### src/rtl/decoder_rr_sched.sv
// ----------------------------------------------------------------------------
// decoder_rr_sched
//
// Round-robin scheduler that shares one 4-to-16 decoder among 16 requesters.
// It picks one active request, drives the decoder select code {x,y,z,w} and
// enable so that exactly one decoder line acts as that requester's grant,
// holds the grant until the holder finishes (done), drops its request, or the
// hold limit expires, then inserts one dead cycle before re-arbitrating.
//
// Requester i pairs with decoder output d[i], which is select code 15-i.
// For a 4-bit code c, 15-c is simply ~c, which is how the holder's request
// bit is looked up below.
//
// Parameters:
//   HOLD_MAX  maximum number of cycles a grant may be held (1..255)
//
// Ports:
//   clk       clock, all state updates on the rising edge
//   rst       synchronous active-high reset
//   req[15:0] level-sensitive request lines
//   done      current holder releases its grant (sampled only in GRANT)
//   x,y,z,w   registered decoder select code, x is the MSB
//   enable    registered decoder enable, high only in GRANT
//   busy      high in GRANT and GAP
//   timeout   one-cycle pulse in GAP when a grant was forcibly revoked
// ----------------------------------------------------------------------------
module decoder_rr_sched #(
    parameter int unsigned HOLD_MAX = 8
) (
    input  logic        clk,
    input  logic        rst,
    input  logic [15:0] req,
    input  logic        done,
    output logic        x,
    output logic        y,
    output logic        z,
    output logic        w,
    output logic        enable,
    output logic        busy,
    output logic        timeout
);

    localparam logic [1:0] ST_IDLE  = 2'd0;
    localparam logic [1:0] ST_GRANT = 2'd1;
    localparam logic [1:0] ST_GAP   = 2'd2;

    localparam logic [7:0] HOLD_LIMIT = 8'(HOLD_MAX);

    logic [1:0] r_state;
    logic [3:0] r_code;
    logic [3:0] r_last;
    logic [7:0] r_cnt;
    logic       r_enable;
    logic       r_busy;
    logic       r_timeout;

    logic       w_found;
    logic [3:0] w_win;
    logic       w_holder_req;
    logic       w_limit_hit;
    logic       w_release;
    logic       w_forced;

    // Round-robin search: codes last+1, last+2, ... wrapping mod 16. The last
    // candidate examined is 'last' itself, so a holder that re-requests right
    // away gets the lowest priority.
    always_comb begin
        // NOTE: every combinational output gets a default before any branch,
        // otherwise paths that skip an assignment would infer a latch.
        w_found = 1'b0;
        w_win   = r_last;
        for (int k = 1; k <= 16; k++) begin
            logic [3:0] cand;
            cand = r_last + 4'(k);
            if (!w_found && req[~cand]) begin
                w_found = 1'b1;
                w_win   = cand;
            end
        end
    end

    assign w_holder_req = req[~r_code];
    assign w_limit_hit  = (r_cnt == HOLD_LIMIT);
    assign w_release    = done || !w_holder_req || w_limit_hit;
    // A release is only a timeout when the limit is the sole cause.
    assign w_forced     = w_limit_hit && !done && w_holder_req;

    always_ff @(posedge clk) begin
        if (rst) begin
            r_state   <= ST_IDLE;
            r_code    <= 4'd0;
            r_last    <= 4'd15;
            r_cnt     <= 8'd0;
            r_enable  <= 1'b0;
            r_busy    <= 1'b0;
            r_timeout <= 1'b0;
        end else begin
            // NOTE: state registers use non-blocking assignments so every
            // register samples the pre-edge values, independent of order.
            r_timeout <= 1'b0;
            case (r_state)
                ST_IDLE: begin
                    if (w_found) begin
                        r_state  <= ST_GRANT;
                        r_code   <= w_win;
                        r_last   <= w_win;
                        r_cnt    <= 8'd1;
                        r_enable <= 1'b1;
                        r_busy   <= 1'b1;
                    end
                end
                ST_GRANT: begin
                    if (w_release) begin
                        r_state   <= ST_GAP;
                        r_enable  <= 1'b0;
                        r_timeout <= w_forced;
                    end else begin
                        r_cnt <= r_cnt + 8'd1;
                    end
                end
                ST_GAP: begin
                    r_state <= ST_IDLE;
                    r_busy  <= 1'b0;
                end
                default: begin
                    r_state  <= ST_IDLE;
                    r_enable <= 1'b0;
                    r_busy   <= 1'b0;
                end
            endcase
        end
    end

    assign x       = r_code[3];
    assign y       = r_code[2];
    assign z       = r_code[1];
    assign w       = r_code[0];
    assign enable  = r_enable;
    assign busy    = r_busy;
    assign timeout = r_timeout;

endmodule
### config.mk
export PLATFORM = sky130hd
export DESIGN_NAME = decoder_rr_sched
export DESIGN_NICKNAME = d
export VERILOG_FILES = /design/src/rtl/decoder_rr_sched.sv
export SDC_FILE = /design/constraint.sdc
export NUM_CORES = 1
export LEC_CHECK = 0
export BUFFER_PORTS_ARGS = -buffer_cell sky130_fd_sc_hd__buf_2
export CAP_MARGIN = 0
export CORE_MARGIN = 3
export CORE_UTILIZATION = 28
export DETAILED_ROUTE_END_ITERATION = 16
export GPL_ROUTABILITY_DRIVEN = 0
export PLACE_DENSITY_LB_ADDON = 0.3
export SLEW_MARGIN = 30
export SYNTH_ARGS = -nofsm -noshare
export SYNTH_HDL_FRONTEND = slang
export SYNTH_SLANG_ARGS = --single-unit
### constraint.sdc
create_clock -name clk -period 4.4 [get_ports clk]
set_input_delay 0.22 -clock clk [delete_from_list [all_inputs] [get_ports clk]]
set_output_delay 0.22 -clock clk [all_outputs]
set_load 0.01 [all_outputs]
==> flow_metrics.py, run 1 <==
metrics = {
    "routing": {
        "drc": 0,
        "wl_mm": 11.4,
        "first_pass_iters": 5,
        "vias": 3450,
        "viasPerCell": 5.91,
        "ant_nets": 0,
        "drt-initial-drc-count": 282,
        "post_drt_wl_per_cell_um": 19.5,
    },
    "floorplanning": {
        "io_pins": 26,
        "initial_core_util_pct": 29.4,
        "core_um2": 12300,
        "rows": 40,
        "dieArea_um2": 14300,
        "die_w_um": 120,
        "die_h_um": 120,
    },
    "critical_path": {
        "cp_data_required_time_ns": 4.51,
        "worstSetupPathType": "flop to flop",
        "critPathMaxFanout": 28,
        "path_cells": "buf_4, mux4_1, mux4_2, clkinv_1, and4_1, nand2_2, or4_1, a31oi_1, or4_1, nand4_1",
        "critPathSlowestCell": "mux4_1",
        "path_delay_family": "simple AND/OR/NAND/NOR gates",
        "cp_num_buf_inv": 2,
        "arrival_ns": 4.16,
        "cpMostUsedCell": "or4_1",
        "cp-end-kind": "flop",
        "slowest_delay_ns": 0.78,
        "startpoint_type": "flop",
    },
    "timing": {
        "slew_viol_final": 0,
        "setup_tns_ns": 0,
        "fin_skew_ns": 0.00336,
        "worst_pin_slew_ns": 0.774,
        "finalCritPeriodShare_pct": 92.0,
        "hold_violations": 0,
        "min_period_ns": 4.05,
        "rsz0062_at_grt": "no",
        "slew_headroom_pct": 46.9,
        "setup_violations": 0,
        "fmax_ghz": 0.247,
    },
    "clocking": {
        "clk_pin_slew_ns": 0.06,
        "clkLatencyLatePin_ns": 0.25,
        "post_cts.repair.setup_buffers": 0,
        "clock_path_buffers": 2,
        "cts_tree": "built",
        "cts_hold_buf": 0,
        "htree_levels": 1,
        "cts_buffers": 3,
        "cts_resized": 0,
        "cts-root-buf": "clkbuf_16",
        "clkSinkCount": 21,
    },
    "synth": {
        "ys_async_sr_fraction_pct": 0,
        "synth-seq-cells": 21,
        "synth_area_leaders": "mux4_2, dfxtp_1, mux2i_1",
        "ys.flop_type": "dfxtp_1",
        "synthesis.area_um2": 3620,
        "yosys_warnings": 0,
        "synth_top_area_share_pct": 17.4,
        "synth_enable_flop_cells": 0,
        "syn_avg_cell_area_um2": 9.34,
        "synth_fp_nets": 417,
        "synthTopCellsByCount": "mux2i_1, nand2_1, mux4_2, a21oi_1, nor2_1",
        "ys_types": 72,
        "ys_seq_area_share_pct": 11.6,
        "syn_inst": 388,
        "synth_area_leader_cell": "mux4_2",
    },
    "finish": {
        "areaGrowthSynthToFinish_pct": 12.4,
        "drive_gt1_share_pct": 29.1,
        "n_antenna_cell": 0,
        "fin_nets": 446,
    },
    "placed_design": {
        "dpl.hpwl_mm": 8.90,
        "numPortBuffers": 25,
    },
    "hold_path": {
        "hold_path_class": "input pin to flop",
    },
    "grt": {
        "globalRouteOverflowTotal": 0,
        "grt_max_degree": 29,
        "grt_use_total_pct": 15.5,
        "antenna_found_initial": 0,
        "grt_pass1_wl_mm": 18.2,
        "grt_pass1_vias": 3270,
    },
    "run_status": {
        "status": "completed",
    },
    "flow_run": {
        "cap_viol_max_count": 0,
    },
}
metrics by stage:
stage                     instance area (um^2)  setup WS (ns)  hold slack, ns  std cells  util, %
after detailed placement                  3980          0.427           0.472        580     32.4
after floorplan                           3620          0.510           0.412        388        -
after global placement                    3980          0.363           0.468        580     32.4
final                                     4070          0.353           0.277        584     33.1
after CTS                                 4060          0.384           0.275        584     33.0
after global routing                      4070          0.127           0.290        584     33.1
per-layer routing:
layer / vias up / track usage, % / share of wire (%)
met3: 16 / 0.943 / 4.7
met5: - / 0 / 0
met2: 128 / 26.1 / 47
met4: 0 / 2.93 / 1.9
li1: 1583 / - / -
met1: 1723 / 22.2 / 46
path summary, 6_finish.rpt:
check         endpoint  depth (start not counted)  slack, ns       from
max          r_last[3]                         10       0.35  r_last[0]
min            timeout                          3       0.28       done
max reg2reg  r_last[3]                         10       0.35  r_last[0]
min reg2reg       busy                          2       0.48       busy
tightest hold or removal path, cell delays in order:
cell	delay, ns
buf_2	0.07
nand2b_1	0.13
nor3_1	0.06
sequential cells by signal, summed over array words and instances, names as in the netlist:
name / cells
r_last: 4
enable: 1
r_cnt: 8
r_state: 2
busy: 1
timeout: 1
r_code: 4
cell families (layout without fill, tap and decap cells):
logic type,Yosys count,after routing,synth area share (%)
AO/OA/AOI/OAI,92,92,17.8
AND/OR/NAND/NOR,117,117,18.1
XOR/XNOR,18,18,4.35
flip-flops,21,21,11.6
multiplexers,91,91,39.0
adder cells (fa/ha/maj),10,10,3.45
buffers and inverters,39,67,5.60
area by class of cell:
| class | instances | area [um^2] |
|---|---|---|
| clock buffer | 4 | 78.8 |
| multi-input combinational | 328 | 3010 |
| timing repair buffer | 48 | 298 |
| inverter | 15 | 56.3 |
| sequential | 21 | 420 |
| fill | 1344 | 8240 |
| tap | 168 | 210 |
placed cells by master, fill, tap and decap left out, types with 3 or more instances in the layout:
cell / synthesis / layout
xor2_1: 11 / 11
o32ai_1: 4 / 4
nand4_1: 5 / 5
a21boi_0: 3 / 3
xnor2_1: 7 / 6
a31oi_1: 4 / 4
mux4_1: 7 / 7
mux2_2: 21 / 21
and4_1: 4 / 4
clkbuf_16: 0 / 3
mux2i_1: 34 / 34
a211oi_1: 5 / 5
mux4_2: 28 / 28
and3_1: 3 / 3
ha_1: 10 / 10
inv_1: 11 / 11
buf_2: 6 / 25
nor2_1: 25 / 25
nor3_1: 13 / 13
clkinv_1: 3 / 3
nand3_1: 7 / 7
buf_4: 6 / 23
nor4b_1: 3 / 3
o221ai_1: 3 / 3
dfxtp_1: 21 / 21
a21oi_1: 26 / 26
nand2_1: 34 / 34
o21ai_0: 15 / 15
o21bai_1: 4 / 4
Power of run 1 is not shown: default switching activity piles up to over one toggle a cycle in this logic, so the estimate is an artifact.
==> inputs of run 2 (changes only) <==
ABC_AREA = 1   (was default)
==> run 2 against run 1 <==
  * Critical path depth rose by 11
  * Clock-buffer cell count did not move
  * Sequential share of layout area rose by 2.8 points
  * Cell count rose by 19%
  * Synthesized area fell by 19%
  * Clock skew rose by 0.0012 ns
  * Critical path type unchanged
==> flow_metrics.py, run 2 <==
metrics = {
    "run_status": {
        "status": "completed",
    },
    "timing": {
        "setup_violations": 0,
        "slew_viol_final": 0,
        "worst_pin_slew_ns": 0.499,
        "hold_violations": 0,
        "rsz0062_at_grt": "no",
        "fin_skew_ns": 0.00454,
        "setup_tns_ns": 0,
        "finalCritPeriodShare_pct": 86.5,
        "fmax_ghz": 0.263,
        "min_period_ns": 3.80,
        "slew_headroom_pct": 66.7,
    },
    "floorplanning": {
        "die_w_um": 109,
        "core_um2": 10000,
        "dieArea_um2": 11800,
        "initial_core_util_pct": 29.4,
        "die_h_um": 109,
        "io_pins": 26,
        "rows": 36,
    },
    "synth": {
        "ys_seq_area_share_pct": 14.3,
        "yosys_warnings": 0,
        "synth_area_leaders": "nand2_1, nand3_1, dfxtp_1",
        "synthTopCellsByCount": "nand2_1, nand3_1, inv_1, nor2_1, a21oi_1",
        "synth.most_common_cell": "nand2_1",
        "synth_fp_nets": 571,
        "syn_inst": 542,
        "synth_top_area_share_pct": 23.0,
        "ys.flop_type": "dfxtp_1",
        "ys_types": 33,
        "synth_enable_flop_cells": 0,
        "synthesis.area_um2": 2940,
        "synth-seq-cells": 21,
        "syn_avg_cell_area_um2": 5.43,
        "ys_async_sr_fraction_pct": 0,
        "synth_area_leader_cell": "nand2_1",
    },
    "clocking": {
        "cts-root-buf": "clkbuf_8",
        "post_cts.repair.setup_buffers": 0,
        "cts_tree": "built",
        "clkLatencyLatePin_ns": 0.25,
        "cts_buffers": 3,
        "clock_path_buffers": 2,
        "clkSinkCount": 21,
        "cts_hold_buf": 0,
        "htree_levels": 1,
        "clk_pin_slew_ns": 0.07,
    },
    "routing": {
        "viasPerCell": 4.93,
        "drc": 0,
        "ant_nets": 0,
        "vias": 3419,
        "first_pass_iters": 6,
        "wl_mm": 8.96,
        "post_drt_wl_per_cell_um": 12.9,
        "drt-initial-drc-count": 276,
    },
    "finish": {
        "ff_latch_area_um2": 422,
        "n_antenna_cell": 0,
        "multi_input_area_um2": 2160,
        "fin_area_um2": 3220,
        "final_common_cell": "nand2_1",
        "reg_top3": "r_cnt (8), r_code (4), r_last (4)",
        "drive_gt1_share_pct": 11.1,
        "fin_nets": 590,
        "fill_cells": 1147,
        "largest_reg_flops": 8,
        "final_cell_mix": "nand2_1, nand3_1, inv_1",
        "top_register": "r_cnt",
        "areaGrowthSynthToFinish_pct": 9.48,
    },
    "placed_design": {
        "placed_area_um2": 3180,
        "numPortBuffers": 25,
        "dpl.hpwl_mm": 7.20,
    },
    "grt": {
        "antenna_found_initial": 0,
        "globalRouteOverflowTotal": 0,
        "grt_use_total_pct": 16.0,
        "grt_max_degree": 25,
        "grt_pass1_wl_mm": 15.5,
        "grt_pass1_vias": 3242,
    },
    "critical_path": {
        "r2r-start": "r_last[2]",
        "worstSetupPathType": "flop to flop",
        "r2r_cells": 21,
        "rrSetupSlack_ns": 0.60,
        "startpoint_type": "flop",
        "critPathMaxFanout": 18,
        "cp-end-kind": "flop",
        "critPathCapture": "r_last[2]",
        "arrival_ns": 3.93,
        "timing.rr.end": "r_last[2]",
        "cp_data_required_time_ns": 4.53,
        "startpoint": "r_last[2]",
    },
    "flow_run": {
        "cap_viol_max_count": 0,
    },
    "hold_path": {
        "hold_path_class": "input pin to flop",
    },
}
==> run 2: layer usage <==
layer  GRT usage (%)  vias up  part of all wire, %
met2            27.5       94                   48
li1                -     1786                    -
met1            22.6     1533                   47
met5               0        -                    0
met3           0.896        6                  5.5
met4            2.16        0                 0.44
==> run 2: repair_timing <==
action,CTS,global route
gates resized for setup,0,1
setup endpoints to repair,0,2
endpoints found under the hold margin,0,0
==> run 2: final cells by class <==
class	count	share of cell area, %
Tap cell	133	5.17
Inverter	74	8.62
Clock buffer	4	1.40
Timing Repair Buffer	29	4.82
Multi-Input combinational cell	432	66.9
Sequential cell	21	13.1
==> run 2: how the worst min path moves through the flow <==
stage,end,slack [ns],cells after the start,start
finish,timeout,0.25,4,done
global route,timeout,0.26,4,done
CTS,timeout,0.25,4,done
detailed placement,enable,0.45,2,enable
global placement,busy,0.46,2,busy
floorplan,timeout,0.38,3,done
==> run 2: kinds of logic after synthesis <==
| logic type | after synthesis | share of synthesized area [%] |
|---|---|---|
| adder cells (fa/ha/maj) | 10 | 4.25 |
| AO/OA/AOI/OAI | 60 | 11.5 |
| buffers and inverters | 89 | 12.5 |
| AND/OR/NAND/NOR | 350 | 53.4 |
| XOR/XNOR | 12 | 4.08 |
| flip-flops | 21 | 14.3 |
==> run 2: critical path: stages, from the launching register on <==
cell	delay, ns
dfxtp_2	0.52
inv_2	0.20
ha_1	0.53
inv_1	0.21
nand3_1	0.13
nand2_1	0.11
o21ai_2	0.19
nand2_2	0.09
nor2_4	0.12
nand3_2	0.09
nor2_4	0.17
nand4_4	0.12
nor2_4	0.16
nand3_2	0.10
nor2_4	0.13
nand2_2	0.07
nor2_2	0.10
nand2_1	0.09
nand2_4	0.19
inv_2	0.10
nand3_1	0.16
o211ai_1	0.10
==> run 2: per-stage QoR <==
step	std cells	hold WS [ns]	utilization, %	setup slack (ns)
5_1_grt	693	0.259	32.2	0.270
3_5_place_dp	689	0.452	31.8	0.366
3_3_place_gp	689	0.463	31.8	0.440
6_report	693	0.253	32.2	0.595
2_1_floorplan	542	0.376	-	1.01
4_1_cts	693	0.250	32.2	0.360
Power of run 2 is left out for the same reason.
